--- src/rtl/branch_ctrl_pkg.sv ---
// branch_ctrl_pkg: shared opcodes, FSM state type and decode helper for branch_ctrl.
//   OPC_W      opcode field width (top nibble of the instruction)
//   CNT_W      squash counter width (covers SHADOW = 1..3)
//   OP_*       control-flow opcodes
//   state_e    controller state
//   is_ctrl()  1 for opcodes that alter control flow
package branch_ctrl_pkg;

  localparam int unsigned OPC_W = 4;
  localparam int unsigned CNT_W = 2;

  localparam logic [OPC_W-1:0] OP_BEQ  = 4'hC;
  localparam logic [OPC_W-1:0] OP_BNE  = 4'hD;
  localparam logic [OPC_W-1:0] OP_BRA  = 4'hE;
  localparam logic [OPC_W-1:0] OP_HALT = 4'hF;

  typedef enum logic [1:0] {
    StBoot,
    StRun,
    StSquash,
    StHalted
  } state_e;

  function automatic logic is_ctrl(input logic [OPC_W-1:0] opcode);
    return opcode inside {OP_BEQ, OP_BNE, OP_BRA, OP_HALT};
  endfunction

endpackage

--- src/rtl/branch_decode.sv ---
// branch_decode: combinational classification of the instruction presented by fetch.
//   i_opcode  instruction opcode field
//   i_valid   instruction valid this cycle
//   i_zero    zero flag from execute
//   o_fwd     instruction is to be forwarded to execute (when the FSM is in RUN)
//   o_take    taken branch (BEQ with zero, BNE without zero, BRA)
//   o_halt    HALT opcode
module branch_decode
  import branch_ctrl_pkg::*;
(
  input  logic [OPC_W-1:0] i_opcode,
  input  logic             i_valid,
  input  logic             i_zero,
  output logic             o_fwd,
  output logic             o_take,
  output logic             o_halt
);

  logic w_ctrl;

  assign w_ctrl = is_ctrl(i_opcode);

  always_comb begin
    // Every valid instruction in RUN reaches execute, including branches and HALT.
    o_fwd  = i_valid;
    o_take = 1'b0;
    o_halt = 1'b0;
    if (i_valid && w_ctrl) begin
      unique case (i_opcode)
        OP_BEQ:  o_take = i_zero;
        OP_BNE:  o_take = ~i_zero;
        OP_BRA:  o_take = 1'b1;
        OP_HALT: o_halt = 1'b1;
        default: ;
      endcase
    end
  end

endmodule

--- src/rtl/branch_ctrl.sv ---
// branch_ctrl: drives fetch control (start / branch) from the returned instruction stream,
// squashes the wrong-path fetch shadow and forwards architecturally valid instructions.
//   clk              clock
//   rst_n            asynchronous active-low reset
//   instr_i          instruction from instruction memory
//   instr_valid_i    instr_i valid
//   zero_i           zero flag from execute, used by BEQ/BNE
//   restart_i        leave HALTED and re-boot
//   start_o          fetch start pulse
//   start_address_o  fetch start address
//   branch_o         fetch branch pulse
//   branchloc_o      relative branch offset (held between branches)
//   instr_o          instruction to execute
//   instr_valid_o    instr_o valid
//   halted_o         core halted
module branch_ctrl
  import branch_ctrl_pkg::*;
#(
  parameter int unsigned           INSTR_W   = 16,
  parameter int unsigned           ADDR_W    = 8,
  parameter logic [ADDR_W-1:0]     BOOT_ADDR = '0,
  parameter int unsigned           SHADOW    = 2
) (
  input  logic               clk,
  input  logic               rst_n,
  input  logic [INSTR_W-1:0] instr_i,
  input  logic               instr_valid_i,
  input  logic               zero_i,
  input  logic               restart_i,
  output logic               start_o,
  output logic [ADDR_W-1:0]  start_address_o,
  output logic               branch_o,
  output logic [ADDR_W-1:0]  branchloc_o,
  output logic [INSTR_W-1:0] instr_o,
  output logic               instr_valid_o,
  output logic               halted_o
);

  state_e             r_state;
  logic [CNT_W-1:0]   r_cnt;
  logic               r_start;
  logic [ADDR_W-1:0]  r_start_addr;
  logic               r_branch;
  logic [ADDR_W-1:0]  r_branchloc;
  logic [INSTR_W-1:0] r_instr;
  logic               r_instr_valid;
  logic               r_halted;

  logic w_fwd;
  logic w_take;
  logic w_halt;

  branch_decode u_decode (
    .i_opcode (instr_i[INSTR_W-1 -: OPC_W]),
    .i_valid  (instr_valid_i),
    .i_zero   (zero_i),
    .o_fwd    (w_fwd),
    .o_take   (w_take),
    .o_halt   (w_halt)
  );

  always_ff @(posedge clk or negedge rst_n) begin
    if (!rst_n) begin
      r_state       <= StBoot;
      r_cnt         <= '0;
      r_start       <= 1'b0;
      r_start_addr  <= BOOT_ADDR;
      r_branch      <= 1'b0;
      r_branchloc   <= '0;
      r_instr       <= '0;
      r_instr_valid <= 1'b0;
      r_halted      <= 1'b0;
    end else begin
      // Pulses and the valid strobe default low; state-specific branches raise them.
      r_start       <= 1'b0;
      r_branch      <= 1'b0;
      r_instr_valid <= 1'b0;
      unique case (r_state)
        StBoot: begin
          r_start      <= 1'b1;
          r_start_addr <= BOOT_ADDR;
          // Whatever fetch returns right after a (re)start is stale.
          r_cnt        <= CNT_W'(SHADOW);
          r_state      <= StSquash;
        end
        StRun: begin
          if (w_fwd) begin
            r_instr       <= instr_i;
            r_instr_valid <= 1'b1;
            if (w_halt) begin
              r_halted <= 1'b1;
              r_state  <= StHalted;
            end else if (w_take) begin
              r_branch    <= 1'b1;
              r_branchloc <= instr_i[ADDR_W-1:0];
              r_cnt       <= CNT_W'(SHADOW);
              r_state     <= StSquash;
            end
          end
        end
        StSquash: begin
          // Only real (valid) wrong-path instructions consume the shadow.
          if (instr_valid_i) begin
            r_cnt <= r_cnt - CNT_W'(1);
            if (r_cnt <= CNT_W'(1)) begin
              r_state <= StRun;
            end
          end
        end
        StHalted: begin
          if (restart_i) begin
            r_halted <= 1'b0;
            r_state  <= StBoot;
          end
        end
        default: r_state <= StBoot;
      endcase
    end
  end

  assign start_o         = r_start;
  assign start_address_o = r_start_addr;
  assign branch_o        = r_branch;
  assign branchloc_o     = r_branchloc;
  assign instr_o         = r_instr;
  assign instr_valid_o   = r_instr_valid;
  assign halted_o        = r_halted;

endmodule
--- config.mk ---
export PLATFORM = sky130hd
export DESIGN_NAME = branch_ctrl
export DESIGN_NICKNAME = d
export VERILOG_FILES = /design/src/rtl/branch_ctrl_pkg.sv /design/src/rtl/branch_decode.sv /design/src/rtl/branch_ctrl.sv
export SDC_FILE = /design/constraint.sdc
export NUM_CORES = 1
export LEC_CHECK = 0
export CORE_UTILIZATION = 39
export DETAILED_ROUTE_END_ITERATION = 8
export PLACE_DENSITY = 0.76
export SKIP_LAST_GASP = 1
export SYNTH_ARGS = -nofsm -noshare
export SYNTH_HDL_FRONTEND = slang
export SYNTH_HIERARCHICAL = 1
export SYNTH_SLANG_ARGS = --single-unit
--- constraint.sdc ---
create_clock -name clk -period 1.3 [get_ports clk]
set_input_delay 0.195 -clock clk [delete_from_list [all_inputs] [get_ports clk]]
set_output_delay 0.195 -clock clk [all_outputs]
set_load 0.005 [all_outputs]
==> results of run 1 <==
logic make-up (layout without fill, tap and decap cells):
group / after synthesis / count (layout) / synth area share [%]
AO/OA/AOI/OAI: 11 / 11 / 5.27
adder cells (fa/ha/maj): 1 / 1 / 0.864
buffers and inverters: 17 / 84 / 8.38
flip-flops: 32 / 32 / 55.3
multiplexers: 24 / 24 / 21.0
other: 1 / 8 / 0.259
AND/OR/NAND/NOR: 18 / 19 / 8.90
cell usage after synthesis, types with 2 or more instances:
master and instances:
sky130_fd_sc_hd__nand2b_1 3, sky130_fd_sc_hd__inv_1 4, sky130_fd_sc_hd__buf_4 9, sky130_fd_sc_hd__mux2_4 9
sky130_fd_sc_hd__nor2_1 3, sky130_fd_sc_hd__mux2_1 2, sky130_fd_sc_hd__dfrtp_1 32, sky130_fd_sc_hd__buf_6 3
sky130_fd_sc_hd__o21ai_0 3, sky130_fd_sc_hd__mux2_2 13, sky130_fd_sc_hd__nand2_1 3
report_power, final:
part | internal (uW) | switching, uW | total [uW] | leakage, uW
logic | 1060 | 582 | 1640 | 0.000751
clock network | 568 | 361 | 929 | 0.0000552
registers | 1380 | 207 | 1580 | 0.000404
metal layers:
layer | vias up | GRT usage (%) | part of all wire (%)
met5 | - | 0 | 0
met4 | 0 | 8.72 | 1.9
met3 | 6 | 6.02 | 5.8
met2 | 45 | 37.2 | 54
met1 | 536 | 20.6 | 38
li1 | 484 | - | -
what timing repair did:
action,4_1_cts,5_1_grt
endpoints found under the setup margin,54,13
gates cloned,1,0
pin swaps,5,5
buffers inserted,15,0
resized for setup,47,12
state kept, by name (all words and copies together), names as in the netlist:
name	count
branch_o	1
start_o	1
r_state	2
halted_o	1
instr_valid_o	1
r_cnt	2
branchloc_o	8
instr_o	16
worst max-delay path by stage:
stage               cells past startpoint  slack (ns)          start              to
finish                                  3        0.04     r_state[1]  branchloc_o[5]
global route                            3       -0.01     r_state[1]  branchloc_o[1]
CTS                                     1      0.0007        start_o         start_o
detailed placement                      6       -0.70  instr_valid_i  branchloc_o[0]
global placement                        6       -0.63  instr_valid_i  branchloc_o[6]
floorplan                               5       -0.05     r_state[1]  branchloc_o[1]
worst register-to-register path, stage by stage, from the launching register on:
cell                       delay [ns]
sky130_fd_sc_hd__dfrtp_1         0.38
sky130_fd_sc_hd__nand3b_4        0.22
sky130_fd_sc_hd__nor2_4          0.22
sky130_fd_sc_hd__mux2_4          0.33
layout make-up:
| type | instances | share of cell area (%) |
|---|---|---|
| clock buffer | 6 | 3.27 |
| inverter | 4 | 0.677 |
| timing repair buffer | 72 | 28.0 |
| multi-input combinational | 63 | 27.8 |
| tap | 46 | 2.60 |
| sequential | 32 | 36.1 |
| clock inverter | 2 | 1.58 |
metrics by stage:
step	TNS [ns]	hold slack (ns)	setup slack [ns]	power, uW
6_report	0	0.185	0.0400	4160
5_1_grt	-0.0274	0.168	-0.0123	4410
4_1_cts	0	0.278	0.000749	4170
3_5_place_dp	-13.65	0.487	-0.700	3200
3_3_place_gp	-12.76	0.478	-0.631	3130
2_1_floorplan	-0.537	-0.101	-0.0521	2330
==> results_dict.tcl, run 1 <==
set metrics [dict create \
    nNetsFinal 200 \
    min_period_ns 1.26 \
    timing.critical_path.cells "nand3b_4, nor2_4, mux2_4" \
    fill_cells 262 \
    placement.cell_area_sq_mm 0.00199 \
    critPathMaxStageDelay_ns 0.38 \
    synth.yosys.seq_area_share_pct 55.3 \
    placedCellCount 201 \
    route.detailed.vias_per_inst 4.76 \
    wire_length_of_the_first_global_routing_pass_um 5780 \
    grt.overflow.total 0 \
    asyncSetResetFlopFracSynth_pct 100 \
    reg2reg_from "r_state[1]" \
    endpoint_kind "flop" \
    crit_path_max_fanout 4 \
    dp_hpwl_um 2250 \
    stdcell_count 225 \
    portBuffers 48 \
    drtPass1Iterations 4 \
    layout_worst_path_cycle_share_pct 96.9 \
    fin_skew_ns 0.00477 \
    grt_max_degree 33 \
    maxClockFrequency_ghz 0.794 \
    min_from "instr_i[15]" \
    die_area_sq_mm 0.00396 \
    floorplan.die.height_um 62.9 \
    utilization_pct 64.4 \
    drtIter0Drc 59 \
    whs_path_depth 2 \
    dominantRegCellSynth "sky130_fd_sc_hd__dfrtp_1" \
    max-clock-path-buffers 2 \
    clk_pin_slew_worst_paths_ns 0.07 \
    final_cell_mix "sky130_fd_sc_hd__dfrtp_1 (32), sky130_fd_sc_hd__dlygate4sd2_1 (26), sky130_fd_sc_hd__buf_4 (23)" \
    drv_slew 0 \
    dr_total_vias 1071 \
    grt_use_total_pct 20.1 \
    synth_cells 104 \
    final_design_area_no_fill_sq_mm 0.00222 \
    placement_rows 21 \
    timing.final.hold_violations 0 \
    synth_seq_cells 32 \
    hold_buffers 0 \
    cp.arrival_ns 1.43 \
    pd_cells_mw_per_mm2 1870 \
    final_antenna_net_count 0 \
    timing.critical_path.max_delay_family "simple AND/OR/NAND/NOR gates" \
    wirelength_um 3520 \
    number_of_global_route_vias_before_repair 1147 \
    placeableCoreArea_sq_mm 0.00344 \
    synth_largest_area_cell "sky130_fd_sc_hd__dfrtp_1" \
    peakVddDrop_v 0.000618 \
    num_io_pins 57 \
    worstSetupPathType "reg2reg" \
    cts-buffers-inserted 5 \
    bufs_and_invs_on_worst_path 0 \
    synth_edf_count 0 \
    min_delay_worst_endpoint "instr_o[15]" \
    register_area_sq_um 801 \
    timing.max_cap.violations 0 \
    drc 0 \
    floorplan.initialDensity_pct 42.1 \
    min_path_type "in2reg" \
    clock_tree_from_tritoncts "done" \
    rsz_0062_raised_after_global_routing "yes" \
    grt_antenna_before_repair 0 \
    antenna_cells 0 \
    worst_r2r_endpoint "branchloc_o[5]" \
    p_leak_uw 0.00121 \
    post_synth_instance_area_sq_mm 0.00145 \
    drt-wirelength-per-cell_um 15.6 \
    die_x_um 62.9 \
    worstPathRequired_ns 1.47 \
    routabilityCongestion 0.710 \
    setup.worst_path.start_class "flop" \
    synth_top_cells_by_area "sky130_fd_sc_hd__dfrtp_1 (55%), sky130_fd_sc_hd__mux2_2 (10%), sky130_fd_sc_hd__mux2_4 (9.3%), sky130_fd_sc_hd__buf_4 (4.7%), sky130_fd_sc_hd__buf_6 (2.3%)" \
    synthesized_area_per_cell_sq_um 13.9 \
    ctsRootBufferMaster "sky130_fd_sc_hd__clkbuf_8" \
    cts.htree.levels 2 \
    clkSinkCount 32 \
    status "finished clean" \
    ys_warn_count 6 \
    worst_path_max_delay_cell "sky130_fd_sc_hd__dfrtp_1" \
    regToRegSetupSlack_ns 0.04 \
    layout-drive-gt1-share_pct 37.4 \
    multiInputGateArea_sq_um 616 \
    worstSkewPairLatency_ns 0.28 \
    synthDominantCellAreaShare_pct 55.3 \
    finalSetupViolCount 0 \
    area_delta_synth_final_pct 53.2 \
    synth.lib_cells_used.distinct 31 \
    layout.cells.most_common "sky130_fd_sc_hd__dfrtp_1" \
    ff2ff_path_depth 3 \
]
(Power assumes the default switching activity.)
==> run 2, diff against run 1 <==
--- a/config.mk
+++ b/config.mk
@@ -5,6 +5,7 @@
 export SDC_FILE = /design/constraint.sdc
 export NUM_CORES = 1
 export LEC_CHECK = 0
+export CORE_MARGIN = 1
 export CORE_UTILIZATION = 39
 export DETAILED_ROUTE_END_ITERATION = 8
 export PLACE_DENSITY = 0.76
==> results of run 2 <==
No change in the layout: final DEF, timing and power equal those of run 1.
==> run 3, diff against run 2 <==
--- a/config.mk
+++ b/config.mk
@@ -6,9 +6,10 @@
 export NUM_CORES = 1
 export LEC_CHECK = 0
 export CORE_MARGIN = 1
-export CORE_UTILIZATION = 39
+export CORE_UTILIZATION = 37
 export DETAILED_ROUTE_END_ITERATION = 8
-export PLACE_DENSITY = 0.76
+export HOLD_SLACK_MARGIN = 0.1
+export PLACE_DENSITY = 0.73
 export SKIP_LAST_GASP = 1
 export SYNTH_ARGS = -nofsm -noshare
 export SYNTH_HDL_FRONTEND = slang
==> results_dict.tcl, run 3 (synthesis gave the netlist of run 1 again) <==
set metrics [dict create \
    grt_use_total_pct 16.5 \
    peakVddDrop_v 0.00112 \
    drv_slew 0 \
    met3WireLength_um 210 \
    maxClockFrequency_ghz 0.798 \
    min_path_type "in2reg" \
    final_cell_mix "sky130_fd_sc_hd__dfrtp_1 (32), sky130_fd_sc_hd__dlygate4sd2_1 (29), sky130_fd_sc_hd__mux2_4 (17)" \
    fill_cells 324 \
    route.detailed.vias_per_inst 4.64 \
    portBuffers 48 \
    timing.max_cap.violations 0 \
    cp.arrival_ns 1.42 \
    setup.worst_path.start_class "flop" \
    dr_total_vias 1025 \
    finalSetupTns_ns 0 \
    worstSkewPairLatency_ns 0.28 \
    clk_pin_slew_worst_paths_ns 0.07 \
    nNetsFinal 194 \
    cp.depth 3 \
    timing.critical_path.max_delay_family "simple AND/OR/NAND/NOR gates" \
    dp_hpwl_um 2040 \
    pd_cells_mw_per_mm2 1860 \
    wire_length_of_the_first_global_routing_pass_um 5110 \
    grt_antenna_before_repair 0 \
    antenna_cells 0 \
    ff2ff_path_depth 3 \
    final_antenna_net_count 0 \
    area_delta_synth_final_pct 53.5 \
    drtPass1Iterations 4 \
    timing.final.hold_violations 0 \
    drtIter0Drc 15 \
    max-clock-path-buffers 2 \
    placement_rows 22 \
    cts.htree.levels 2 \
    floorplan.die.height_um 64.6 \
    critPathMaxStageDelay_ns 0.38 \
    drc 0 \
    min_period_ns 1.25 \
    fin_skew_ns 0.00700 \
    bufs_and_invs_on_worst_path 0 \
    clock_tree_from_tritoncts "done" \
    num_io_pins 57 \
    met1Wirelength_um 1310 \
    timing.critical_path.cells "nand3b_4, nor2_4, mux2_4" \
    layout-drive-gt1-share_pct 34.7 \
    p_leak_uw 0.00120 \
    finalSetupViolCount 0 \
    wirelength_um 3020 \
    cts-buffers-inserted 5 \
    routabilityCongestion 0.755 \
    clkSinkCount 32 \
    worst_path_max_delay_cell "sky130_fd_sc_hd__dfrtp_1" \
    ctsRootBufferMaster "sky130_fd_sc_hd__clkbuf_8" \
    layout.cells.most_common "sky130_fd_sc_hd__dfrtp_1" \
    die_area_sq_mm 0.00417 \
    floorplan.initialDensity_pct 39.0 \
    whs_path_depth 2 \
    worstSetupPathType "reg2reg" \
    die_x_um 64.6 \
    grt_max_degree 33 \
    top_signal_layer_used "met4" \
    placeableCoreArea_sq_mm 0.00372 \
    detailroute.wirelength.met2_um 1430 \
    grt.overflow.total 0 \
    number_of_flip_flops_in_the_largest_register 16 \
    drt-wirelength-per-cell_um 13.7 \
    rsz_0062_raised_after_global_routing "no" \
    status "finished clean" \
    number_of_global_route_vias_before_repair 1084 \
    layout_worst_path_cycle_share_pct 96.4 \
    fin_hold_ws_ns 0.207 \
    endpoint_kind "flop" \
    hold_buffers 0 \
    crit_path_max_fanout 4 \
    worstPathRequired_ns 1.47 \
]
[run 3: per-stage QoR]
step	utilization (%)	power (uW)	cells	worst slack (ns)	cell area (sq um)
4_1_cts	59.5	4180	220	0.00186	2210
6_report	59.8	4140	221	0.0471	2220
3_5_place_dp	53.4	3180	201	-0.608	1990
2_1_floorplan	-	2330	111	-0.0521	1470
3_3_place_gp	53.4	3120	201	-0.565	1990
5_1_grt	59.8	4420	221	0.00670	2220
[run 3: worst reg2reg max path: cells and delay by family, from the launching register on]
family           cells  cell delay, ns
multiplexers         1            0.32
flip-flops           1            0.38
AND/OR/NAND/NOR      2            0.43
[run 3: report_power, final]
part / total, uW / internal [uW] / switching (uW)
Clock: 1030 / 676 / 356
Sequential: 1580 / 1380 / 204
Combinational: 1530 / 1000 / 527
[run 3: final timing paths]
kind,from,to,slack [ns]
setup / recovery,r_state[1],branchloc_o[0],0.05
hold / removal,instr_i[13],instr_o[13],0.21
setup reg to reg,r_state[1],branchloc_o[0],0.05
hold reg to reg,branchloc_o[7],branchloc_o[7],0.51
max in group asynchronous,rst_n,branch_o,0.84
min in group asynchronous,rst_n,start_o,0.29
[run 3: final cells by class]
class / instances / area (sq um) / share of cell area, %
inverters: 4 / 15.0 / 0.676
multi-input cells: 63 / 621 / 27.9
repair buffers: 66 / 599 / 27.0
clock inverters: 1 / 30.0 / 1.35
well taps: 48 / 60.1 / 2.70
flip-flops and latches: 32 / 801 / 36.0
clock buffers: 7 / 96.3 / 4.34
[run 3: repair_timing]
item | CTS | global route
endpoints found under the setup margin | 37 | 5
gates resized for setup | 53 | 2
setup buffers | 10 | 1
cloned | 1 | 0
pin swaps | 5 | 2
[run 3: layer usage]
metal | vias up | global-route usage, %
li1 | 480 | -
met1 | 496 | 20.2
met2 | 43 | 26.6
met3 | 6 | 4.75
met4 | 0 | 8.33
met5 | - | 0
